`src/rtl/stream_mux_pack.sv`:
```
// Stream mux that places one selected narrow word at a byte lane of a wider registered output.
// Build option STREAM_MUX_PACK_SIGN_EXT_EN: fill the bits above the placed field with the word's sign bit.
module stream_mux_pack #(
    parameter int N_CH  = 4,
    parameter int IN_W  = 16,
    parameter int OUT_W = 32,
    parameter int CNT_W = 16,
    localparam int SEL_W  = $clog2(N_CH),
    localparam int LANE_W = $clog2(OUT_W/8)
) (
    input  logic                   clk,
    input  logic                   rst,
    input  logic [N_CH*IN_W-1:0]   in_data,
    input  logic [N_CH-1:0]        in_valid,
    output logic [N_CH-1:0]        in_ready,
    input  logic                   mode,
    input  logic [SEL_W-1:0]       sel,
    input  logic [LANE_W-1:0]      lane,
    output logic [OUT_W-1:0]       out_data,
    output logic [SEL_W-1:0]       out_ch,
    output logic                   out_valid,
    input  logic                   out_ready,
    output logic [CNT_W-1:0]       xfer_count
);

    logic             r_valid;
    logic [OUT_W-1:0] r_data;
    logic [SEL_W-1:0] r_ch;
    logic [SEL_W-1:0] r_ptr;
    logic [CNT_W-1:0] r_cnt;

    logic             w_can_load;
    logic             w_fix_ok;
    logic             w_rr_hit;
    logic             w_gnt_vld;
    logic             w_acc;
    logic [SEL_W-1:0] w_rr_gnt;
    logic [SEL_W-1:0] w_gnt;
    logic [IN_W-1:0]  w_word;
    logic [OUT_W-1:0] w_ext;
    logic [OUT_W-1:0] w_packed;
    int               w_idx;

    assign w_can_load = ~r_valid | out_ready;
    assign w_fix_ok   = (32'(sel) < N_CH);

    // Walk from the pointer upward with wrap; scanning high-to-low leaves the nearest hit last.
    always_comb begin
        w_rr_hit = 1'b0;
        w_rr_gnt = '0;
        w_idx    = 0;
        for (int k = N_CH - 1; k >= 0; k--) begin
            w_idx = int'(r_ptr) + k;
            if (w_idx >= N_CH)
                w_idx = w_idx - N_CH;
            if (in_valid[w_idx[SEL_W-1:0]]) begin
                w_rr_hit = 1'b1;
                w_rr_gnt = w_idx[SEL_W-1:0];
            end
        end
    end

    assign w_gnt_vld = mode ? w_rr_hit : w_fix_ok;
    assign w_gnt     = mode ? w_rr_gnt : sel;

    always_comb begin
        in_ready = '0;
        for (int c = 0; c < N_CH; c++)
            in_ready[c] = ~rst & w_can_load & w_gnt_vld & (w_gnt == SEL_W'(c));
    end

    assign w_acc = |(in_valid & in_ready);

    always_comb begin
        w_word = '0;
        for (int c = 0; c < N_CH; c++)
            if (w_gnt == SEL_W'(c))
                w_word = in_data[c*IN_W +: IN_W];
    end

`ifdef STREAM_MUX_PACK_SIGN_EXT_EN
    assign w_ext = OUT_W'($signed(w_word));
`else
    assign w_ext = OUT_W'(w_word);
`endif

    // Left shift drops anything pushed past the top byte lane.
    assign w_packed = w_ext << {lane, 3'b000};

    always_ff @(posedge clk) begin
        if (rst) begin
            r_valid <= 1'b0;
            r_data  <= '0;
            r_ch    <= '0;
            r_ptr   <= '0;
            r_cnt   <= '0;
        end else begin
            if (w_acc) begin
                r_valid <= 1'b1;
                r_data  <= w_packed;
                r_ch    <= w_gnt;
                r_ptr   <= (32'(w_gnt) == N_CH - 1) ? '0 : w_gnt + SEL_W'(1);
            end else if (out_ready) begin
                r_valid <= 1'b0;
            end
            if (r_valid & out_ready & ~&r_cnt)
                r_cnt <= r_cnt + CNT_W'(1);
        end
    end

    assign out_data   = r_data;
    assign out_ch     = r_ch;
    assign out_valid  = r_valid;
    assign xfer_count = r_cnt;

endmodule

```
`config.mk`:
```
export PLATFORM = sky130hd
export DESIGN_NAME = stream_mux_pack
export DESIGN_NICKNAME = d
export VERILOG_FILES = /design/src/rtl/stream_mux_pack.sv
export SDC_FILE = /design/constraint.sdc
export NUM_CORES = 1
export LEC_CHECK = 0
export ABC_AREA = 1
export BUFFER_PORTS_ARGS = -buffer_cell sky130_fd_sc_hd__buf_2
export CORE_ASPECT_RATIO = 1.25
export CORE_MARGIN = 2
export CORE_UTILIZATION = 45
export DETAILED_ROUTE_END_ITERATION = 16
export PLACE_DENSITY = 0.78
export SLEW_MARGIN = 20
export SYNTH_ARGS = -nofsm -noshare
export SYNTH_HDL_FRONTEND = slang
export SYNTH_SLANG_ARGS = --single-unit
```
`constraint.sdc`:
```
create_clock -name clk -period 3 [get_ports clk]
set_clock_uncertainty 0.1 [all_clocks]
set_input_delay 0.6 -clock clk [delete_from_list [all_inputs] [get_ports clk]]
set_output_delay 0.6 -clock clk [all_outputs]
set_load 0.05 [all_outputs]
```
==> metrics.txt <==
register area share after synthesis 31.7%; Clk pin slew, worst setup/hold paths 90 ps; starting density of the core 46.0%; largest net degree at the start of global routing 39; # nets final 772; DR iter-0 viols 191; drt drc 0; total power draw 2.94 mW; clk sink count 53; Mapped Area 3340 um2; antenna viol nets, final 0; DR WL/cell 13.7 um; unrepaired setup endpoints after global routing true; worst-margin pin slew 493 ps; initial antenna violation count 0; Worst EP required 2300 ps; period utilization 100%; GRT Overall Usage 25.5%; Post-Syn Instances 543; HP Class register to register; total of max-cap violations 0; # diodes 0; clock tree buffer depth 2; clock root cell clkbuf_8; vias in the first global route 3806; die width 81.1 um; WS Path Type register to output pin; routed wire length 10700 um; fin area 4710 um2; first-pass GRT wire length 16600 um; share of cells above drive strength 1 35.9%; latest clock arrival within the worst-skew pair 300 ps; status finished, violations left; Die ar. 8140 um2; Final Util 64.8%; Avg Cell Area, Syn 6.16 um2; Worst setup SP type register; DP Wirelength 8090 um; worst hold stages 2; PortBufs 130; dpl cells 765; post-synthesis cell type count 32; total leakage power 2.28 nW; crit end category output pin; Layout Area Growth over Synthesis 40.8%; CTS tree built; pwr dens 625 nW/um2; final setup vio count 1; Syn Nets 624; min Tclk post-route 3000 ps; First-pass DRT Iterations 7; Worst Reg2Reg Path Length in Cells 23; WP data arrival 2300 ps; TritonCTS Buffers 5; vias per cell 5.29; Placer Congestion 0.902; Final Hold Fails 0; Core Rows 35; slew margin rel. 67.1%; f_max 0.333 GHz; Worst Slack Setup Final -0.835 ps; crit path max fanout 16; Core ar. 7270 um2; Ports 131; DP Area 4280 um2; H-tree Lvls 2; Final Instance Count excl. Fillers 783; Die Y 100 um; cts hold-fix bufs 0; number of warnings issued by yosys 0; failing checks setup timing; Peak VDD IR 0.338 mV; total number of vias 4141; Final Slew Violations 0; synthesized flop and latch total 53; Overflow after GRT 0
-- cell usage in the layout, fill, tap and decap left out, types with 15 or more instances in the layout --
cell     instances
dfxtp_1         51
nand2_1        127
buf_4           31
o21ai_0         34
a21oi_1         35
nor2_1          88
a21oi_2         15
nand2_2         17
buf_2          126
inv_1           25
nand3_1         39
-- cells by family (layout without fill, tap and decap cells) --
group	after synthesis	count (layout)	synth area share [%]
DFF	53	53	31.7
and+or+nand+nor	316	316	40.0
AOI/OAI and AO/OA	102	102	16.9
buffers and inverters	63	211	8.45
xor gates and xnor gates	3	3	0.786
adders and majority gates	5	5	1.87
muxes	1	1	0.299
-- report_power, final --
group | switching, mW | leakage, nW | internal (mW) | total, mW
logic | 1.04 | 1.79 | 0.586 | 1.62
registers | 0.0607 | 0.433 | 0.791 | 0.852
clock network | 0.223 | 0.0540 | 0.243 | 0.466
-- sequential cells by signal (all words and copies together), names as in the netlist --
signal      flops
out_data       32
xfer_count     16
out_ch          2
out_valid       1
r_ptr           2
-- layout make-up --
type	instances	area, um2
tap	92	115
clock inverter	2	35.0
fill	655	2560
clock buffer	5	68.8
multi-input combinational	427	2210
inverter	34	135
timing repair buffer	170	1080
sequential	53	1070
-- metal layers --
metal / global-route usage, % / routed length (um) / up-vias
li1: - / - / 2055
met1: 30.0 / 4320 / 1856
met2: 46.0 / 5350 / 200
met3: 3.51 / 719 / 30
met4: 9.91 / 341 / 0
met5: 0 / 0 / -
-- critical path, cell delays in order (launching register included) --
cell and delay, ps:
dfxtp_4 400, buf_8 140, nand2_4 50, nand2_4 80, nand2_1 60, nand2_1 60
nand3_1 70, nand2_1 90, nand2_1 50, nand2_1 50, o21bai_1 80, inv_1 180
ha_4 180, clkinv_2 60, buf_12 150, nor2_4 130, buf_8 160
-- through the flow --
step,setup slack (ps),hold slack [ps],setup TNS (ps)
final,-0.835,369,-0.835
after global routing,-115,393,-564
after floorplan,-6.57,427,-6.57
after global placement,-99.9,353,-657
after detailed placement,-143,359,-2400
after CTS,-16.9,374,-16.9
-- worst paths after layout --
| check | end | slack [ps] | from |
|---|---|---|---|
| max | in_ready[3] | -0.8 | r_ptr[0]$_SDFFE_PP0P_ |
| min | out_data[27]$_SDFFE_PP0P_ | 370 | out_data[27]$_SDFFE_PP0P_ |
| max reg2reg | out_data[12]$_SDFFE_PP0P_ | 110 | r_ptr[0]$_SDFFE_PP0P_ |
| min reg2reg | out_data[27]$_SDFFE_PP0P_ | 370 | out_data[27]$_SDFFE_PP0P_ |
-- Yosys cell counts, drive strengths merged --
cell	instances	share of area, %
a21oi	51	8.6
dfxtp	53	32
or2	7	1.3
a31oi	1	0.19
nand3b	1	0.22
and3	1	0.19
o21bai	1	0.22
buf	19	3.4
ha	5	1.9
o21ai	42	6.3
clkinv	3	0.34
nand3	41	6.3
nand4	7	1.3
xnor2	1	0.26
nor3	12	1.8
nor4	1	0.19
o211ai	7	1.6
nand2	153	18
xor2	2	0.52
clkbuf	10	1.1
mux2i	1	0.30
nor2	93	11
inv	31	3.6
-- timing repair --
action	CTS	global route
pin swaps	2	24
gates resized for setup	21	56
setup buffers	6	6
hold endpoints to repair	0	0
endpoints found under the setup margin	8	37
No activity file was read; power rests on OpenSTA's default activity.
